==> config.mk <==
export PLATFORM = sky130hd
export DESIGN_NAME = dfa_monitor_param
export DESIGN_NICKNAME = d
export VERILOG_FILES = /design/src/rtl/dfa_monitor_param.sv
export SDC_FILE = /design/constraint.sdc
export NUM_CORES = 1
export LEC_CHECK = 0
export CORE_MARGIN = 10
export CORE_UTILIZATION = 53
export CTS_BUF_LIST = sky130_fd_sc_hd__clkbuf_16
export DETAILED_ROUTE_END_ITERATION = 10
export HOLD_SLACK_MARGIN = 0.06
export PLACE_DENSITY = 0.83
export SKIP_CTS_REPAIR_TIMING = 1
export SYNTH_ARGS = -nofsm -noshare
export SYNTH_HDL_FRONTEND = slang
export SYNTH_SLANG_ARGS = --single-unit
==> constraint.sdc <==
create_clock -name clk -period 7.4 [get_ports clk]
set_input_delay 1.48 -clock clk [delete_from_list [all_inputs] [get_ports clk]]
set_output_delay 1.48 -clock clk [all_outputs]
set_load 0.01 [all_outputs]
==> src/rtl/dfa_monitor_param.sv <==
// rtl/dfa_monitor_param.sv - compressed-DFA instruction-flow monitor with node-type table and statistics
module dfa_monitor_param #(
    parameter int HASH_BITS = 4,
    parameter int NEXT_BITS = 12,
    parameter int TYPE_BITS = 4,
    parameter int ADDR_BITS = 14,
    parameter int MULT_BITS = 3,
    parameter int ROOT_ADDR = 0,
    parameter int CNT_BITS  = 16
) (
    input  logic                                        clk,
    input  logic                                        reset,
    input  logic                                        monitor_en,
    input  logic                                        new_inst_signal,
    input  logic [HASH_BITS-1:0]                        four_bit_hash,
    output logic                                        inst_ready,
    input  logic                                        packet_done,
    input  logic                                        processor_reset_seq,
    output logic                                        packet_drop_signal,
    output logic                                        out_ack_reset,
    output logic                                        mem_rd,
    output logic [ADDR_BITS-1:0]                        mem_addr,
    input  logic [TYPE_BITS+NEXT_BITS+(2**HASH_BITS)-1:0] mem_rdata,
    input  logic                                        cam_we,
    input  logic [TYPE_BITS-1:0]                        cam_wr_addr,
    input  logic [31:0]                                 cam_din,
    output logic                                        cam_wr_ack,
    output logic [CNT_BITS-1:0]                         viol_count,
    output logic [CNT_BITS-1:0]                         pkt_count
);

    localparam int V         = 2 ** HASH_BITS;
    localparam int DEPTH     = 2 ** TYPE_BITS;
    localparam int PC_BITS   = HASH_BITS + 1;
    localparam int PROD_BITS = NEXT_BITS + MULT_BITS;
    localparam int SUM_BITS  = (PROD_BITS > ADDR_BITS) ? PROD_BITS : ADDR_BITS;
    localparam logic [V-1:0]        ONE_V   = {{(V-1){1'b0}}, 1'b1};
    localparam logic [CNT_BITS-1:0] CNT_MAX = '1;
    localparam logic [CNT_BITS-1:0] CNT_ONE = {{(CNT_BITS-1){1'b0}}, 1'b1};

    typedef enum logic [2:0] {
        S_ROOT,
        S_LOAD,
        S_RUN,
        S_FETCH,
        S_WAIT_SEQ,
        S_ACK2,
        S_REARM
    } state_t;

    state_t                          state_q, state_d;
    logic [TYPE_BITS-1:0]            node_type_q, node_type_d;
    logic [NEXT_BITS-1:0]            node_next_q, node_next_d;
    logic [V-1:0]                    node_vec_q, node_vec_d;
    logic                            mem_rd_q, mem_rd_d;
    logic [ADDR_BITS-1:0]            mem_addr_q, mem_addr_d;
    logic                            rd_pend_q, rd_pend_d;
    logic                            drop_q, drop_d;
    logic                            cam_ack_q, cam_ack_d;
    logic [CNT_BITS-1:0]             viol_q, viol_d;
    logic [CNT_BITS-1:0]             pkt_q, pkt_d;
    logic [DEPTH-1:0]                tbl_valid_q, tbl_valid_d;
    logic [DEPTH-1:0][ADDR_BITS-1:0] tbl_base_q, tbl_base_d;
    logic [DEPTH-1:0][MULT_BITS-1:0] tbl_mult_q, tbl_mult_d;

    logic                 cur_valid;
    logic [ADDR_BITS-1:0] cur_base;
    logic [MULT_BITS-1:0] cur_mult;
    logic [V-1:0]         below_mask;
    logic [PC_BITS-1:0]   rank;
    logic [PROD_BITS-1:0] stride;
    logic [SUM_BITS-1:0]  step_sum;
    logic [ADDR_BITS-1:0] step_addr;
    logic                 legal;
    logic                 viol_hit;
    logic                 done_hit;
    logic                 cam_din_unused;

    assign cam_din_unused = ^cam_din;

    // Legality and child address of the current node for the presented hash
    always_comb begin
        cur_valid  = tbl_valid_q[node_type_q];
        cur_base   = tbl_base_q[node_type_q];
        cur_mult   = tbl_mult_q[node_type_q];
        below_mask = (ONE_V << four_bit_hash) - ONE_V;
        rank       = '0;
        for (int i = 0; i < V; i++) begin
            rank = rank + PC_BITS'(node_vec_q[i] & below_mask[i]);
        end
        stride    = PROD_BITS'(node_next_q) * PROD_BITS'(cur_mult);
        step_sum  = SUM_BITS'(cur_base) + SUM_BITS'(stride) + SUM_BITS'(rank);
        step_addr = step_sum[ADDR_BITS-1:0];
        legal     = cur_valid & node_vec_q[four_bit_hash];
    end

    // Type-table update; a lookup this cycle still sees the old entry
    always_comb begin
        tbl_valid_d = tbl_valid_q;
        tbl_base_d  = tbl_base_q;
        tbl_mult_d  = tbl_mult_q;
        cam_ack_d   = cam_we;
        if (cam_we) begin
            tbl_valid_d[cam_wr_addr] = cam_din[31];
            tbl_base_d[cam_wr_addr]  = cam_din[16 +: ADDR_BITS];
            tbl_mult_d[cam_wr_addr]  = cam_din[0 +: MULT_BITS];
        end
    end

    // Walk state machine: ROM fetches, violation/packet handling, reset handshake, counters
    always_comb begin
        state_d     = state_q;
        node_type_d = node_type_q;
        node_next_d = node_next_q;
        node_vec_d  = node_vec_q;
        mem_rd_d    = 1'b0;
        mem_addr_d  = '0;
        rd_pend_d   = mem_rd_q;
        drop_d      = 1'b0;
        viol_d      = viol_q;
        pkt_d       = pkt_q;
        viol_hit    = 1'b0;
        done_hit    = 1'b0;

        case (state_q)
            S_ROOT: begin
                if (monitor_en && new_inst_signal) begin
                    viol_hit = 1'b1;
                end else begin
                    mem_rd_d   = 1'b1;
                    mem_addr_d = ADDR_BITS'(ROOT_ADDR);
                    state_d    = S_LOAD;
                end
            end
            S_LOAD, S_FETCH: begin
                // Read data arrives the cycle after the strobe, tracked by rd_pend_q
                if (monitor_en && new_inst_signal) begin
                    viol_hit = 1'b1;
                end else if (packet_done && (state_q == S_FETCH)) begin
                    done_hit = 1'b1;
                end else if (rd_pend_q) begin
                    node_type_d = mem_rdata[NEXT_BITS+V +: TYPE_BITS];
                    node_next_d = mem_rdata[V +: NEXT_BITS];
                    node_vec_d  = mem_rdata[0 +: V];
                    state_d     = S_RUN;
                end
            end
            S_RUN: begin
                if (monitor_en && new_inst_signal && !legal) begin
                    viol_hit = 1'b1;
                end else if (packet_done) begin
                    done_hit = 1'b1;
                end else if (monitor_en && new_inst_signal) begin
                    mem_rd_d   = 1'b1;
                    mem_addr_d = step_addr;
                    state_d    = S_FETCH;
                end
            end
            S_WAIT_SEQ: begin
                if (!processor_reset_seq) begin
                    state_d = S_ACK2;
                end
            end
            S_ACK2: begin
                state_d = S_REARM;
            end
            S_REARM: begin
                if (new_inst_signal) begin
                    state_d = S_ROOT;
                end
            end
            default: begin
                state_d = S_ROOT;
            end
        endcase

        if (viol_hit || done_hit) begin
            state_d = S_WAIT_SEQ;
        end
        if (viol_hit) begin
            drop_d = 1'b1;
            viol_d = (viol_q == CNT_MAX) ? viol_q : viol_q + CNT_ONE;
        end
        if (packet_done) begin
            pkt_d = (pkt_q == CNT_MAX) ? pkt_q : pkt_q + CNT_ONE;
        end
    end

    // State and datapath registers
    always_ff @(posedge clk) begin
        if (reset) begin
            state_q     <= S_ROOT;
            node_type_q <= '0;
            node_next_q <= '0;
            node_vec_q  <= '0;
            mem_rd_q    <= 1'b0;
            mem_addr_q  <= '0;
            rd_pend_q   <= 1'b0;
            drop_q      <= 1'b0;
            cam_ack_q   <= 1'b0;
            viol_q      <= '0;
            pkt_q       <= '0;
            tbl_valid_q <= '0;
            tbl_base_q  <= '0;
            tbl_mult_q  <= '0;
        end else begin
            state_q     <= state_d;
            node_type_q <= node_type_d;
            node_next_q <= node_next_d;
            node_vec_q  <= node_vec_d;
            mem_rd_q    <= mem_rd_d;
            mem_addr_q  <= mem_addr_d;
            rd_pend_q   <= rd_pend_d;
            drop_q      <= drop_d;
            cam_ack_q   <= cam_ack_d;
            viol_q      <= viol_d;
            pkt_q       <= pkt_d;
            tbl_valid_q <= tbl_valid_d;
            tbl_base_q  <= tbl_base_d;
            tbl_mult_q  <= tbl_mult_d;
        end
    end

    assign inst_ready         = (state_q == S_RUN);
    assign out_ack_reset      = (state_q == S_WAIT_SEQ) || (state_q == S_ACK2);
    assign packet_drop_signal = drop_q;
    assign mem_rd             = mem_rd_q;
    assign mem_addr           = mem_addr_q;
    assign cam_wr_ack         = cam_ack_q;
    assign viol_count         = viol_q;
    assign pkt_count          = pkt_q;

endmodule

==> results of run 1 <==
[flip-flops by register name, summed over array words and instances (netlist names)]
| name | count |
|---|---|
| pkt_count | 16 |
| node_next_q | 12 |
| node_vec_q | 16 |
| state_q | 3 |
| viol_count | 16 |
| tbl_valid_q | 16 |
| cam_wr_ack | 1 |
| node_type_q | 4 |
| mem_addr | 14 |
| packet_drop_signal | 1 |
| tbl_base_q | 224 |
| mem_rd | 1 |
| tbl_mult_q | 48 |
| rd_pend_q | 1 |
[power groups by stage]
stage	combinational [W]	sequential (W)	clock [W]
after CTS	0.000237	0.00205	0.00199
after detailed placement	0.000235	0.00210	0
after global routing	0.000262	0.00206	0.00208
after floorplan	0.000154	0.00209	0
final	0.000242	0.00206	0.00198
after global placement	0.000228	0.00210	0
[routing by layer]
layer | GRT usage, % | share of wire, %
met1 | 28.2 | 37
met2 | 41.5 | 49
met3 | 4.81 | 9.6
met4 | 10.4 | 3.9
met5 | 0 | 0.026
[through the flow]
| step | area (µm²) | setup TNS [ns] |
|---|---|---|
| 3_3_place_gp | 19100 | -0.138 |
| 2_1_floorplan | 17800 | 0 |
| 6_report | 20400 | 0 |
| 3_5_place_dp | 19100 | -0.418 |
| 4_1_cts | 20400 | 0 |
| 5_1_grt | 20400 | 0 |
[logic make-up after synthesis]
kind of cell               count (synthesis)
adders and majority gates                 86
buffers and inverters                    217
other                                      1
and+or+nand+nor                          880
AOI/OAI and AO/OA                        390
DFF                                      373
xor gates and xnor gates                  41
muxes                                     98
[worst paths after layout]
kind                                                      to  slack, ns  cells past startpoint
worst max-delay path                 mem_addr[10]$_SDFF_PP0_       0.38                     24
worst min-delay path            tbl_base_q[145]$_SDFFE_PP0P_       0.45                      2
worst max register to register       mem_addr[10]$_SDFF_PP0_       1.09                     20
worst min register to register  tbl_base_q[145]$_SDFFE_PP0P_       0.45                      2
[placed cells by master, fill, tap and decap left out, types with 4 or more instances in the layout]
cell type and n:
clkinv_2 8, xnor2_1 17, fa_1 34, inv_1 58, dfxtp_1 371, clkinv_1 6
mux4_2 95, clkdlybuf4s50_1 114, nor2_1 52, ha_1 52, buf_4 24, nor2_2 14
and3_1 9, o21bai_1 4, or3_1 8, nor4_1 4, o21ai_0 17, and2_1 7
nand3_1 21, bufinv_16 4, nor3_2 4, nand4_1 12, xor2_1 24, clkbuf_16 40
nor2b_1 10, and4_1 4, a21o_1 5, nand2_1 711, a21oi_1 345, nand2b_1 7
a31oi_1 4, nor3_1 5
[final cells by class]
cell class / count / area, µm²
clock buffer: 40 / 1000
timing repair buffer: 140 / 1360
fill: 2604 / 12400
multi-input combinational: 1496 / 9520
sequential: 373 / 7470
tap: 442 / 553
clock inverter: 33 / 295
inverter: 51 / 191
antenna: 1 / 2.50
[worst max-delay path: stages]
cell and delay (ns):
clkdlybuf4s50_1 0.43, or4_1 0.58, ha_1 0.29, nor3b_1 0.18
a31oi_1 0.22, o22ai_1 0.11, and2_1 0.19, fa_1 0.54
inv_1 0.05, fa_1 0.46, fa_1 0.53, fa_1 0.54
inv_1 0.04, ha_1 0.22, fa_1 0.38, a21o_1 0.18
a21oi_1 0.18, nor2b_1 0.07, o21ai_0 0.15, buf_4 0.15
a211oi_1 0.09, nor2_1 0.14, xor2_1 0.18, nor2_1 0.05
==> run metrics, run 1 <==
worst slew pin tran=1.19 ns; clock buffer count from CTS=40; Starting Density=54.2%; 1st-pass router iterations=5; PortBufs=115; Peak VDD IR=0.218 mV; Synth Area per Inst=8.51 µm²; vias per inst=5.93; Die X=203 µm; Post-synth top flop=dfxtp_1; simple-gate share of the synthesized area=20.1%; type of the worst setup path=primary input to register; Synth cell types=47; gpl congestion=0.874; critical path launch point type=primary input; final setup margin=0.382 ns; Compound-Gate Fraction of Synth Area=11.4%; Final Net Count=2,267; post-synthesis instance total=2,086; RSZ-0062 raised after global routing=no; WL/cell=19.6 µm; Layout area overhead=14.9%; Root Buffer Master=clkbuf_16; crit path capture type=register; Post-Synth XOR/XNOR Area=2.02%; Max H-tree Level=2; final setup fails=0; TritonCTS clock tree=yes; minimum clock period=7.02 ns; status=finished, final reports clean; wire length of the first global-routing pass=80,200 µm; clk buf depth=3; clock slew at reported path FFs=0.06 ns; Initial DRC Count=1,529; worst hold path class=register to register; sequential cell area fraction in the yosys report=42.0%; Setup crit start=four_bit_hash[0]; DRC Markers=0; most numerous cell in the Yosys netlist=nand2_1; Flop pwr share=48.0%; clk_skew=0.0199 ns; Sink Count=373; EDFF count, synth=0; clock share of power=46.3%; placed cell count=2,502; Crit Path Max Fanout=5; GRT overflow=0; Max Fclk=143 MHz; synth warn=0; Cell Rows=66; sw frac=23.8%; P_leak=7.11 nW; Rel. slew slack=20.5%; vias in the first global route=15.1k; most common library cells after synthesis=nand2_1 (711), dfxtp_1 (373), a21oi_1 (345); share of the synthesized area in the top cell type=42.0%; top post-synthesis cells by area=dfxtp_1 (42%), nand2_1 (15%), mux4_2 (12%); gr usage total=23.9%; DRT antenna net count=0; period utilisation layout=94.8%; DIE AREA=41,200 µm²; Die H=203 µm; largest net degree at the start of global routing=147; Critical Path RT=7.82 ns; WL final=50,500 µm; P_int=0.00326 W; post-synthesis adder-cell area fraction=7.50%; combinational share of power=5.7%; syn_nets=2,251; Hold Vio Cnt, Final=0; max_cap viols=0; Pwr Total=0.00428 W; multiplexer area fraction after synthesis=12.2%; hold path startpoint=tbl_base_q[145]$_SDFFE_PP0P_; Finished Core Util=62.2%; worst-case hold slack=0.452 ns; Final Slew Violations=0; Yosys reg bits=373; share of cells above drive strength 1=9.80%; largest family of logic cells by synthesized area=simple AND/OR/NAND/NOR gates; Reg2Reg Launch Point=node_type_q[0]$_SDFFE_PP0P_; I/O Pins=130; initial antenna violation count=2; Worst EP arrival=7.44 ns; total core area=32,800 µm²; count of non-filler cells in the finished layout=2,576; routed via count=15.3k; Worst-Skew Late Latency=0.55 ns; biggest area consumer among synthesized cells=dfxtp_1; DP Wirelength=31,900 µm; PD cells=210 nW/µm²; Setup WS pre-CTS=-0.177 ns; NetSw=0.00102 W; Mapped Area=17,800 µm²; async set or reset register ratio after synthesis=0%
No activity file was read; power rests on OpenSTA's default activity.
==> run 2, diff against run 1 <==
Settings changed: CELL_PAD_IN_SITES_DETAIL_PLACEMENT set to 0, CELL_PAD_IN_SITES_GLOBAL_PLACEMENT set to 2, CORE_UTILIZATION 53 to 33, PLACE_DENSITY 0.83 to 0.84, SKIP_CTS_REPAIR_TIMING 1 to unset.
==> run metrics, run 2 (synthesis gave the netlist of run 1 again) <==
crit path capture type=register; gr usage total=17.1% (-6.8 points); DIE AREA=63,500 µm² (+54%); Peak VDD IR=0.188 mV (-14%); Final Slew Violations=0 (unchanged); Sink Count=373 (unchanged); Pwr Total=0.00423 W (-1.3%); largest reg by FF count=tbl_base_q; Setup WS pre-CTS=-0.158 ns (+0.0189 ns); Starting Density=33.5% (-21 points); worst slew pin tran=1.18 ns (-0.0100 ns); clk buf depth=3 (unchanged); PortBufs=115 (unchanged); total core area=53,000 µm² (+62%); placed cell count=2,768 (+11%); Worst-Skew Late Latency=0.57 ns (+0.02 ns); Finished Core Util=39.2% (-23 points); share of cells above drive strength 1=9.84% (+0.039 points); Critical Path RT=7.85 ns (+0.03 ns); final setup fails=0 (unchanged); WL/cell=19.5 µm (-0.42%); period utilisation layout=94.2% (-0.59 points); status=finished, final reports clean; clock slew at reported path FFs=0.06 ns (about the same); RSZ-0062 raised after global routing=no; Hold Vio Cnt, Final=0 (unchanged); routed via count=14.6k (-4.3%); # resized after CTS=0; Max stage delay cell, worst path=or4_1; DRC Markers=0 (unchanged); Multi-input gate area=9490 µm² (-0.41%); Layout area overhead=16.9%; GRT overflow=0 (unchanged); Crit Path Max Fanout=3 (-2); Rel. slew slack=21.0% (+0.53 points); max_cap viols=0 (unchanged); P_leak=7.22 nW (+1.5%); final setup margin=0.426 ns (+0.0440 ns); commonest non-fill, non-tap cells in the layout=nand2_1 (711), dfxtp_1 (371), a21oi_1 (345); DP Wirelength=36,000 µm (+13%); FF+latch area=7470 µm² (unchanged); worst hold path class=register to register; initial antenna violation count=0 (-2); critical path launch point type=primary input; Max stage delay on crit path=0.56 ns (-0.02 ns); gpl congestion=0.825 (-5.7%); count of non-filler cells in the finished layout=2,843 (+10%); PD cells=204 nW/µm² (-3.0%); 1st-pass router iterations=5 (unchanged); vias in the first global route=14.3k (-5.8%); WL final=55,500 µm (+9.9%); setup bufs post-CTS=0; most common cell after layout, fill and taps aside=nand2_1; clk_skew=0.0177 ns (-0.00213 ns); minimum clock period=6.97 ns (-0.0440 ns); I/O Pins=130 (unchanged); Worst EP arrival=7.42 ns (-0.02 ns); most used cell, CP=fa_1; worst path bufs/invs=3 (-1); CP delay by family, top=adder cells; Cell Rows=84 (+27%); Max Fclk=143 MHz (+0.63%); vias per inst=5.15 (-13%); largest net degree at the start of global routing=206 (+40%); DRT antenna net count=0 (unchanged); Die X=252 µm (+24%); biggest regs=tbl_base_q (224), tbl_mult_q (48); number of fill cells=5,345 (+110%); Final Net Count=2,290 (+1.0%); Ant. Diodes=0 (-1); type of the worst setup path=primary input to register; Initial DRC Count=1,220 (-20%); TritonCTS clock tree=yes; Root Buffer Master=clkbuf_16; wire length of the first global-routing pass=85,100 µm (+6.0%); Die H=252 µm (+24%); clock buffer count from CTS=43 (+7.5%); worst-case hold slack=0.452 ns (-0.000393 ns); Hold-fix buffers, CTS=0; Max H-tree Level=2 (unchanged); number of flip-flops in the largest register=224 (unchanged); crit path cell chain=clkdlybuf4s50_1, or4_1, ha_1, nand2b_1, fa_1, fa_1, fa_1, fa_1, fa_1, inv_1, ha_1, fa_1, a21o_1, a21oi_1, nor2b_1, o21ai_0, buf_4, a211oi_1, o21ai_0, xor2_1, nor2_1
==> run 2: cell types whose count changed in the layout (fill, tap and decap cells not counted), moves of 2 or more <==
| cell | previous run | this run |
|---|---|---|
| clkinv_1 | 6 | 8 |
| clkinvlp_4 | 2 | 0 |
| clkbuf_16 | 40 | 43 |
| nor2_1 | 52 | 65 |
| buf_4 | 24 | 44 |
| bufinv_16 | 4 | 0 |
| nor2_2 | 14 | 1 |
| inv_1 | 58 | 62 |
==> run 2: per-stage QoR <==
step / TNS [ns] / instance area [µm²]
after floorplan: 0 / 17800
after global placement: -0.370 / 19500
after detailed placement: -0.316 / 19500
after CTS: 0 / 20800
after global routing: 0 / 20800
final: 0 / 20800
==> run 2: power breakdown <==
group	internal [W]	total, W	leakage (nW)	switching, W
logic	0.0000928	0.000249	3.54	0.000156
clock network	0.00106	0.00192	0.665	0.000862
registers	0.00203	0.00206	3.01	0.0000215
==> run 2: path summary, 6_finish.rpt <==
path | cells past startpoint | slack, ns | start | end
setup / recovery | 21 | 0.43 | four_bit_hash[2] | mem_addr[12]$_SDFF_PP0_
hold / removal | 2 | 0.45 | tbl_base_q[168]$_SDFFE_PP0P_ | tbl_base_q[168]$_SDFFE_PP0P_
setup reg to reg | 20 | 1.01 | node_type_q[0]$_SDFFE_PP0P_ | mem_addr[12]$_SDFF_PP0_
hold reg to reg | 2 | 0.45 | tbl_base_q[168]$_SDFFE_PP0P_ | tbl_base_q[168]$_SDFFE_PP0P_
==> run 2: worst min-delay path, stage by stage, from the launching register on <==
cell and delay (ns):
dfxtp_1 0.30, nand2_1 0.05, a21oi_1 0.05
==> run 2: area by class of cell <==
cell class,instances,share of cell area [%]
Inverter,51,0.922
Multi-Input combinational cell,1496,45.7
Sequential cell,373,36.0
Tap cell,688,4.14
Clock inverter,32,0.837
Timing Repair Buffer,160,7.25
Clock buffer,43,5.18
==> run 2: metal layers <==
layer | GRT usage, % | part of all wire, %
met1 | 21.6 | 43
met2 | 29.7 | 49
met3 | 3.00 | 5.3
met4 | 4.24 | 2.0
met5 | 0 | 0
